<file path="config.mk">
export PLATFORM = sky130hd
export DESIGN_NAME = mac_sequencer
export DESIGN_NICKNAME = d
export VERILOG_FILES = /design/src/rtl/mac_sequencer_pkg.sv /design/src/rtl/mac_seq_flag_pipe.sv /design/src/rtl/mac_sequencer.sv
export SDC_FILE = /design/constraint.sdc
export NUM_CORES = 1
export LEC_CHECK = 0
export CELL_PAD_IN_SITES_DETAIL_PLACEMENT = 1
export CELL_PAD_IN_SITES_GLOBAL_PLACEMENT = 1
export CORE_UTILIZATION = 30
export DETAILED_ROUTE_END_ITERATION = 6
export PLACE_DENSITY = 0.7
export SYNTH_ARGS = -nofsm -noshare
export SYNTH_HDL_FRONTEND = slang
export SYNTH_HIERARCHICAL = 1
export SYNTH_SLANG_ARGS = --single-unit
</file>
<file path="constraint.sdc">
create_clock -name clk -period 2.37 [get_ports clk]
set_input_delay 0.237 -clock clk [delete_from_list [all_inputs] [get_ports clk]]
set_output_delay 0.237 -clock clk [all_outputs]
set_load 0.01 [all_outputs]
</file>
<file path="src/rtl/mac_sequencer_pkg.sv">
// Shared types and constants for the MAC sequencer and its flag pipeline.
package mac_sequencer_pkg;

    // Controller states
    typedef enum logic [1:0] {
        IDLE  = 2'd0,
        RUN   = 2'd1,
        DRAIN = 2'd2
    } seq_state_t;

    // Per-term sideband carried alongside the datapath
    typedef struct packed {
        logic valid;
        logic first;
        logic last;
    } term_flags_t;

    // Memory read (1) + MAC product register (1) + MAC accumulator (1)
    localparam int PIPE_DEPTH  = 3;
    // After the final issue, wait until that term leaves the last stage
    localparam int DRAIN_LEN   = PIPE_DEPTH;
    localparam int DRAIN_CNT_W = $clog2(DRAIN_LEN);

endpackage

</file>
<file path="src/rtl/mac_seq_flag_pipe.sv">
// Shift register that delays each issued term's flags so they line up with
// the operand memory and MAC pipeline stages. Index 0 is stage s1.
module mac_seq_flag_pipe
    import mac_sequencer_pkg::*;
(
    input  logic                          clk,
    input  logic                          arst_n_in,
    input  term_flags_t                   flags_i,
    output term_flags_t [PIPE_DEPTH-1:0]  stages_o
);

    term_flags_t [PIPE_DEPTH-1:0] stage_q;

    // Shift the flags one stage per cycle; reset empties every stage
    always_ff @(posedge clk or negedge arst_n_in) begin
        if (!arst_n_in) begin
            stage_q <= '0;
        end else begin
            stage_q <= {stage_q[PIPE_DEPTH-2:0], flags_i};
        end
    end

    assign stages_o = stage_q;

endmodule

</file>
<file path="src/rtl/mac_sequencer.sv">
// Sequences a pipelined MAC through count dot products of length len,
// issuing operand addresses and the MAC strobes aligned to pipeline latency.
module mac_sequencer
    import mac_sequencer_pkg::*;
#(
    parameter int LEN_WIDTH  = 8,
    parameter int CNT_WIDTH  = 8,
    parameter int ADDR_WIDTH = 16
) (
    input  logic                  clk,
    input  logic                  arst_n_in,
    input  logic                  start,
    input  logic [LEN_WIDTH-1:0]  cfg_len,
    input  logic [CNT_WIDTH-1:0]  cfg_count,
    output logic                  busy,
    output logic                  done,
    output logic [ADDR_WIDTH-1:0] a_addr,
    output logic [LEN_WIDTH-1:0]  b_addr,
    output logic                  rd_en,
    output logic                  p_valid,
    output logic                  input_valid,
    output logic                  accumulate_internal,
    output logic                  out_valid
);

    localparam logic [LEN_WIDTH-1:0]   LEN_ONE    = LEN_WIDTH'(1);
    localparam logic [CNT_WIDTH-1:0]   CNT_ONE    = CNT_WIDTH'(1);
    localparam logic [ADDR_WIDTH-1:0]  ADDR_ONE   = ADDR_WIDTH'(1);
    localparam logic [DRAIN_CNT_W-1:0] DRAIN_ONE  = DRAIN_CNT_W'(1);
    localparam logic [DRAIN_CNT_W-1:0] DRAIN_LAST = DRAIN_CNT_W'(DRAIN_LEN - 1);

    seq_state_t                state_q, state_d;
    logic [LEN_WIDTH-1:0]      len_q, len_d;
    logic [CNT_WIDTH-1:0]      count_q, count_d;
    logic [LEN_WIDTH-1:0]      k_q, k_d;
    logic [CNT_WIDTH-1:0]      v_q, v_d;
    logic [ADDR_WIDTH-1:0]     addr_q, addr_d;
    logic [DRAIN_CNT_W-1:0]    drain_q, drain_d;
    logic                      zero_done_q, zero_done_d;

    logic                      cfg_ok;
    logic                      k_last;
    logic                      v_last;
    logic                      drain_last;
    term_flags_t               flags_in;
    term_flags_t [PIPE_DEPTH-1:0] stages;
    logic                      unused_flags;

    assign cfg_ok     = (cfg_len != '0) && (cfg_count != '0);
    assign k_last     = (k_q == len_q - LEN_ONE);
    assign v_last     = (v_q == count_q - CNT_ONE);
    assign drain_last = (drain_q == DRAIN_LAST);

    // Next-state logic: command acceptance, term counters and drain timer
    always_comb begin
        state_d     = state_q;
        len_d       = len_q;
        count_d     = count_q;
        k_d         = k_q;
        v_d         = v_q;
        addr_d      = addr_q;
        drain_d     = drain_q;
        zero_done_d = 1'b0;
        case (state_q)
            IDLE: begin
                if (start) begin
                    if (cfg_ok) begin
                        len_d   = cfg_len;
                        count_d = cfg_count;
                        k_d     = '0;
                        v_d     = '0;
                        addr_d  = '0;
                        drain_d = '0;
                        state_d = RUN;
                    end else begin
                        // Empty batch: acknowledge without touching the datapath
                        zero_done_d = 1'b1;
                    end
                end
            end
            RUN: begin
                addr_d = addr_q + ADDR_ONE;
                if (k_last) begin
                    k_d = '0;
                    v_d = v_q + CNT_ONE;
                    if (v_last) begin
                        drain_d = '0;
                        state_d = DRAIN;
                    end
                end else begin
                    k_d = k_q + LEN_ONE;
                end
            end
            DRAIN: begin
                if (drain_last) begin
                    state_d = IDLE;
                end else begin
                    drain_d = drain_q + DRAIN_ONE;
                end
            end
            default: state_d = IDLE;
        endcase
    end

    // Controller state registers
    always_ff @(posedge clk or negedge arst_n_in) begin
        if (!arst_n_in) begin
            state_q     <= IDLE;
            len_q       <= '0;
            count_q     <= '0;
            k_q         <= '0;
            v_q         <= '0;
            addr_q      <= '0;
            drain_q     <= '0;
            zero_done_q <= 1'b0;
        end else begin
            state_q     <= state_d;
            len_q       <= len_d;
            count_q     <= count_d;
            k_q         <= k_d;
            v_q         <= v_d;
            addr_q      <= addr_d;
            drain_q     <= drain_d;
            zero_done_q <= zero_done_d;
        end
    end

    // Tag the term being issued this cycle
    always_comb begin
        flags_in = '0;
        if (state_q == RUN) begin
            flags_in.valid = 1'b1;
            flags_in.first = (k_q == '0);
            flags_in.last  = k_last;
        end
    end

    mac_seq_flag_pipe u_flag_pipe (
        .clk       (clk),
        .arst_n_in (arst_n_in),
        .flags_i   (flags_in),
        .stages_o  (stages)
    );

    // Flag bits that no stage decode needs
    assign unused_flags = ^{stages[0].first, stages[0].last, stages[2].first};

    assign busy                = (state_q != IDLE);
    assign done                = (state_q == DRAIN && drain_last) || zero_done_q;
    assign rd_en               = (state_q == RUN);
    assign a_addr              = rd_en ? addr_q : '0;
    assign b_addr              = rd_en ? k_q : '0;
    assign p_valid             = stages[0].valid;
    assign input_valid         = stages[1].valid;
    // First term of a row restarts the sum instead of adding to the previous row
    assign accumulate_internal = stages[1].valid & ~stages[1].first;
    assign out_valid           = stages[2].valid & stages[2].last;

endmodule

</file>
* Word-level counts from Yosys, hierarchy flattened
Cells that the tools add are included.
** Storage, ports and cells
- Register bits after elaboration :: 61
- Input port bits :: 19
- Output and inout bits :: 31
- Word-level logic and storage cells :: 78
** Operators by class
- Add/sub/neg operators :: 6
- Eq/ne operators :: 11
- Mux-type cells :: 27
- Bitwise gates (word level) :: 3
- Reductions and logical operators :: 15
** Operators with widths (count)
- 16-bit two-way mux :: 3
- 8-bit two-way mux :: 5
- 16-bit one-hot mux with 2 select lines :: 1
- 8-bit one-hot mux with 2 select lines :: 2
- 2-bit two-way mux :: 10
- 16-bit by 1-bit adder with 16-bit output (second input constant) :: 1
- 8-bit by 1-bit adder with 8-bit output (second input constant) :: 2
- 8-bit equality test :: 2
- 8-bit nonzero test :: 2
- 8-bit by 1-bit subtractor with 8-bit output (second input constant) :: 2
- 2-bit one-hot mux with 3 select lines :: 2
- 8-bit zero test :: 1
- 2-bit != test (second input constant) :: 4
- 3-bit AND reduction :: 2
- 6-bit AND reduction :: 1
- 5-bit AND reduction :: 1
- 2-bit equality test (second input constant) :: 2
- 2-bit by 1-bit != test with 1-bit output (second input constant) :: 2
- 4-bit AND reduction :: 1
- 2-bit nonzero test :: 2
- 1-bit two-way mux :: 3
- 3-bit two-way mux :: 1
- 3-bit nonzero test :: 1
- 2-bit by 1-bit adder with 2-bit output (second input constant) :: 1
- 6 further kinds :: 8

* Logic depth before layout (Yosys ltp)
- Depth after elaboration :: 5
- Gate-level depth with buffers :: 10
- Mapped depth without buffers :: 9

* Modules after synthesis
The synthesis kept the hierarchy.
** By module, submodules not included
- mac_sequencer :: instances 1, cells each 343, area each 3210.6 sq um, sequential area each 1326.3 sq um
- mac_seq_flag_pipe :: instances 1, cells each 9, area each 225.2 sq um, sequential area each 225.2 sq um

* Least setup slack after synthesis
Ideal clock, no wire load.
- Path kind :: register -> register
- Start :: register len_q[0]
- End :: register k_q[6]
- Setup time :: 0.124 ns
- Arrival time :: 2.052 ns
- Required time :: 2.246 ns
- Slack :: 0.194 ns
- Cell stages (with the launch flop) :: 11
- Buffers on the path :: 1
- Period minus slack after synthesis :: 2.176 ns
- Cell sequence :: dfrtp_1 inv_1 ha_1 nor3b_2 or3_1 a41oi_2 o21ai_2 o21ai_2 buf_6 nor2_1 a211o_1
** Between the ends
- Cells in the longest elaborated chain, start to end :: 4
** RTL lines
- start: declaration :: RTL line mac_sequencer.sv:33 : logic [LEN_WIDTH-1:0] len_q, len_d;
- start signal: assignment :: RTL line mac_sequencer.sv:118 : len_q <= len_d;
- 8-bit by 1-bit subtractor with 8-bit output :: RTL line mac_sequencer.sv:50 : assign k_last = (k_q == len_q - LEN_ONE);
- 8-bit equality test :: RTL line mac_sequencer.sv:50
- 8-bit two-way mux :: RTL line mac_sequencer.sv:83 : if (k_last) begin
- 8-bit one-hot mux with 2 select lines :: RTL line mac_sequencer.sv:64 : case (state_q)
- end signal: assignment :: RTL line mac_sequencer.sv:120 : k_q <= k_d;
- end: declaration :: RTL line mac_sequencer.sv:35 : logic [LEN_WIDTH-1:0] k_q, k_d;
Every way passes these cells.
A chain may end at the register's enable or synchronous reset.

* Final worst setup path
- Start :: register len_q[1]
- End :: register drain_q[0]
** Between the ends
- Cells in the longest elaborated chain, start to end :: 4
** RTL lines
- 8-bit by 1-bit subtractor with 8-bit output :: RTL line mac_sequencer.sv:50
- 8-bit equality test :: RTL line mac_sequencer.sv:50
- 2-bit by 1-bit != test with 1-bit output (no line)
- 6-bit AND reduction (no line)
- end signal: assignment :: RTL line mac_sequencer.sv:123 : drain_q <= drain_d;
- end: declaration :: RTL line mac_sequencer.sv:38 : logic [DRAIN_CNT_W-1:0] drain_q, drain_d;
Every way passes these cells.

==> flow_results.org <==
** Setup path
- The critical path starts at len_q[1].
- Most used cell, CP :: sky130_fd_sc_hd__o21ai_4
- Reg2reg setup slack :: -0.08 ns
- The critical path goes through inv_2 > ha_4 > nor3b_4 > or3_4 > a41oi_4 > o21ai_4 > o21ai_4 > buf_6 > nand2_2 > a22o_1.
- Total buffers and inverters traversed by the critical path :: 2
- Endpoint of the worst-slack reg-to-reg timing path :: drain_q[0]
- For the worst setup path, the data arrival time is 2.66 ns.
- Critical path class :: register to register
- In this run the critical register-to-register path is launched from len_q[1].
- At the worst endpoint, the required time is 2.58 ns.
- Crit path max fanout :: 7
- CP max stage cell :: sky130_fd_sc_hd__dfrtp_1
- The largest single stage delay on the critical path is 0.40 ns.
- Broken down by cell family, the worst path's largest delay share belongs to compound AO/OA/AOI/OAI gates.
- The number of cells on the worst reg-to-reg path is 10.
- STA classifies the critical path endpoint as a register.
- Critical path launch point type :: register

** Detailed routing
- Number of detailed-route iterations in the first pass :: 4
- The detail route stage leaves a number of antenna-violating nets equal to 0.
- The detailed router placed 2877 vias in this run.
- The routed design has 9.325 mm of wire.
- Detail-routed via count per cell :: 5.092
- Dividing the detail-routed wire length by the instance count gives 16.50 um.
- Number of design rule violations left after detail routing :: 0
- In this run, the number of DRC markers left after iteration 0 of detailed routing was 77.

** STA
- RSZ-0062 raised after global routing :: yes
- Once routing completed, OpenROAD measured the worst setup slack at -0.07901 ns.
- Worst Skew :: 0.004179 ns
- Worst Tran Pin Value :: 0.9545 ns
- Worst slew margin relative to its limit :: 36.30%
- Final cycle utilization of the critical path :: 103.3%
- Max frequency :: 408.3 MHz
- Setup violations remaining at the end of the flow were counted as 9.
- The final hold violation count came to 0.
- Crit path time final :: 2.449 ns
- Max Slew Vio Count :: 0
- Setup TNS :: -0.3095 ns

** Outcome
- The final reports fail on setup timing.
- The flow ran to the end, but the final reports show violations.

** Finish
- Of the cells placed in the final design, the portion with a size suffix greater than 1 is 17.65%.
- Leaving out fill and tap cells, the most frequent cells in the layout are sky130_fd_sc_hd__dfrtp_1, sky130_fd_sc_hd__clkdlybuf4s50_1, sky130_fd_sc_hd__nor2_1, sky130_fd_sc_hd__nand2_1.
- Antenna fix cells :: 0
- Most frequent standard cell in the layout excluding fill and tap cells :: sky130_fd_sc_hd__dfrtp_1
- Final Core Density :: 42.20%
- Number of cells in the finished layout apart from fillers :: 565
- Compared with the post-synthesis result, the final layout area differs by 35.29%.
- Filler Cells Inserted :: 1254
- Net count, final :: 446

** Floorplan
- The region available for standard cell placement spans 10940 sq um.
- The initial utilization of the core area, before any placement, comes to 31.19%.
- After floorplanning, the core was divided into 38 placement rows.
- Die width :: 108.6 um
- The die covers 11800 sq um.
- The die is 108.6 um tall.
- In this run the count of I/O pins placed on the die edge is 50.

** Min path
- The tightest min-delay check is of the register to register type.
- Along the worst hold path, the cell count comes to 0.
- Hold Path Origin :: u_flag_pipe/stages_o[3]
- The worst hold path terminates at u_flag_pipe/stages_o[6].

** GRT
- Antenna violations before repair :: 0
- For this run, the total global-route usage over all layers was measured as 16.47%.
- GRT Residual Overflow :: 0
- Entering global routing, the biggest net connects 30 pins.
- Wire length of the first global-routing pass :: 14.77 mm
- Vias in the first global route :: 3002

** Placed design
- Detailed placement ended at an HPWL of 6.341 mm.
- Once placement completed, the tool counted placed cells totaling 543.
- The congestion estimate from routability-driven global placement came to 0.7527.
- Port buffering added 49 buffers.

** Power and ir drop
- In this run the static leakage power is 1.902 nW.
- Max rail drop VDD :: 0.0003283 V
- Power spread over the standard cell area amounts to 961.0 nW/um^2.

** Clock network
- Inserted Clock Buffers :: 9
- Library cell used as clock root buffer :: sky130_fd_sc_hd__clkbuf_16
- Maximum count of clock buffers along a single path :: 2
- The clock drives 61 sinks.
- H-tree depth reported by CTS :: 3
- Worst skew pair latency :: 0.33 ns
- Clock-pin slew was measured on the worst setup and hold paths at 0.05 ns.
- Clock tree from TritonCTS :: built

** Synthesis
- Synthesized area per cell :: 9.717 sq um
- Number of nets in the synthesized netlist :: 377
- YS warnings :: 6
- The cell area that synthesis handed to floorplanning was 3411 sq um.
- Gate count after technology mapping :: 351

** Run
- Total of max-cap violations :: 0
[routing by layer]
layer,vias up,global-route usage [%],share of wire (%)
met2,47,29.25,53
met3,12,3.527,3.4
met5,-,0,0
met1,1447,19.14,42
li1,1371,-,-
met4,0,6.853,1.5
[sequential cells by signal (all words and copies together) (netlist names), 2 cells and up]
signal                count
addr_q                   16
k_q                       8
len_q                     8
v_q                       8
count_q                   8
state_q                   2
u_flag_pipe/stages_o      8
drain_q                   2
[worst max path at each step]
stage | to | slack (ns) | depth (start not counted)
global placement | k_q[6] | 0.05 | 10
floorplan | k_q[6] | 0.19 | 10
detailed placement | k_q[6] | -0.03 | 10
global route | drain_q[0] | -0.17 | 10
finish | drain_q[0] | -0.08 | 10
CTS | k_q[6] | 0.03 | 10
[repair_timing]
item	CTS	global route
hold endpoints to repair	20	0
resized for setup	4	19
pin swaps	0	7
gates cloned	0	2
hold buffers	1	0
setup endpoints to repair	5	31
buffers inserted	0	3
[worst register-to-register path: stages, from the launching register on]
cell	delay [ns]
sky130_fd_sc_hd__dfrtp_1	0.40
sky130_fd_sc_hd__inv_2	0.08
sky130_fd_sc_hd__ha_4	0.16
sky130_fd_sc_hd__nor3b_4	0.16
sky130_fd_sc_hd__or3_4	0.36
sky130_fd_sc_hd__a41oi_4	0.32
sky130_fd_sc_hd__o21ai_4	0.14
sky130_fd_sc_hd__o21ai_4	0.23
sky130_fd_sc_hd__buf_6	0.18
sky130_fd_sc_hd__nand2_2	0.07
sky130_fd_sc_hd__a22o_1	0.23
[metrics by stage]
stage	setup WS, ns	total power, W	area, sq um	hold slack [ns]
final	-0.07901	0.004435	4614	0.3463
after global routing	-0.1743	0.004692	4614	0.3526
after CTS	0.02557	0.004361	4502	0.3485
after detailed placement	-0.02748	0.002993	4172	0.2453
after global placement	0.04535	0.002929	4172	0.2453
after floorplan	0.1941	0.002395	3411	-0.05859
[area by class of cell]
type | instances | area [sq um] | area share, %
multi-input combinational | 262 | 1868 | 40.48
sequential | 61 | 1528 | 33.11
timing repair buffer | 73 | 700.7 | 15.18
clock buffer | 12 | 246.5 | 5.342
tap | 140 | 175.2 | 3.796
inverter | 13 | 48.80 | 1.057
clock inverter | 4 | 47.55 | 1.030
[power by group]
| group | switching (W) | internal, W |
|---|---|---|
| clock network | 0.000474 | 0.000839 |
| logic | 0.000751 | 0.000808 |
| registers | 0.000303 | 0.00126 |
Power figures use the tool's default switching activity.
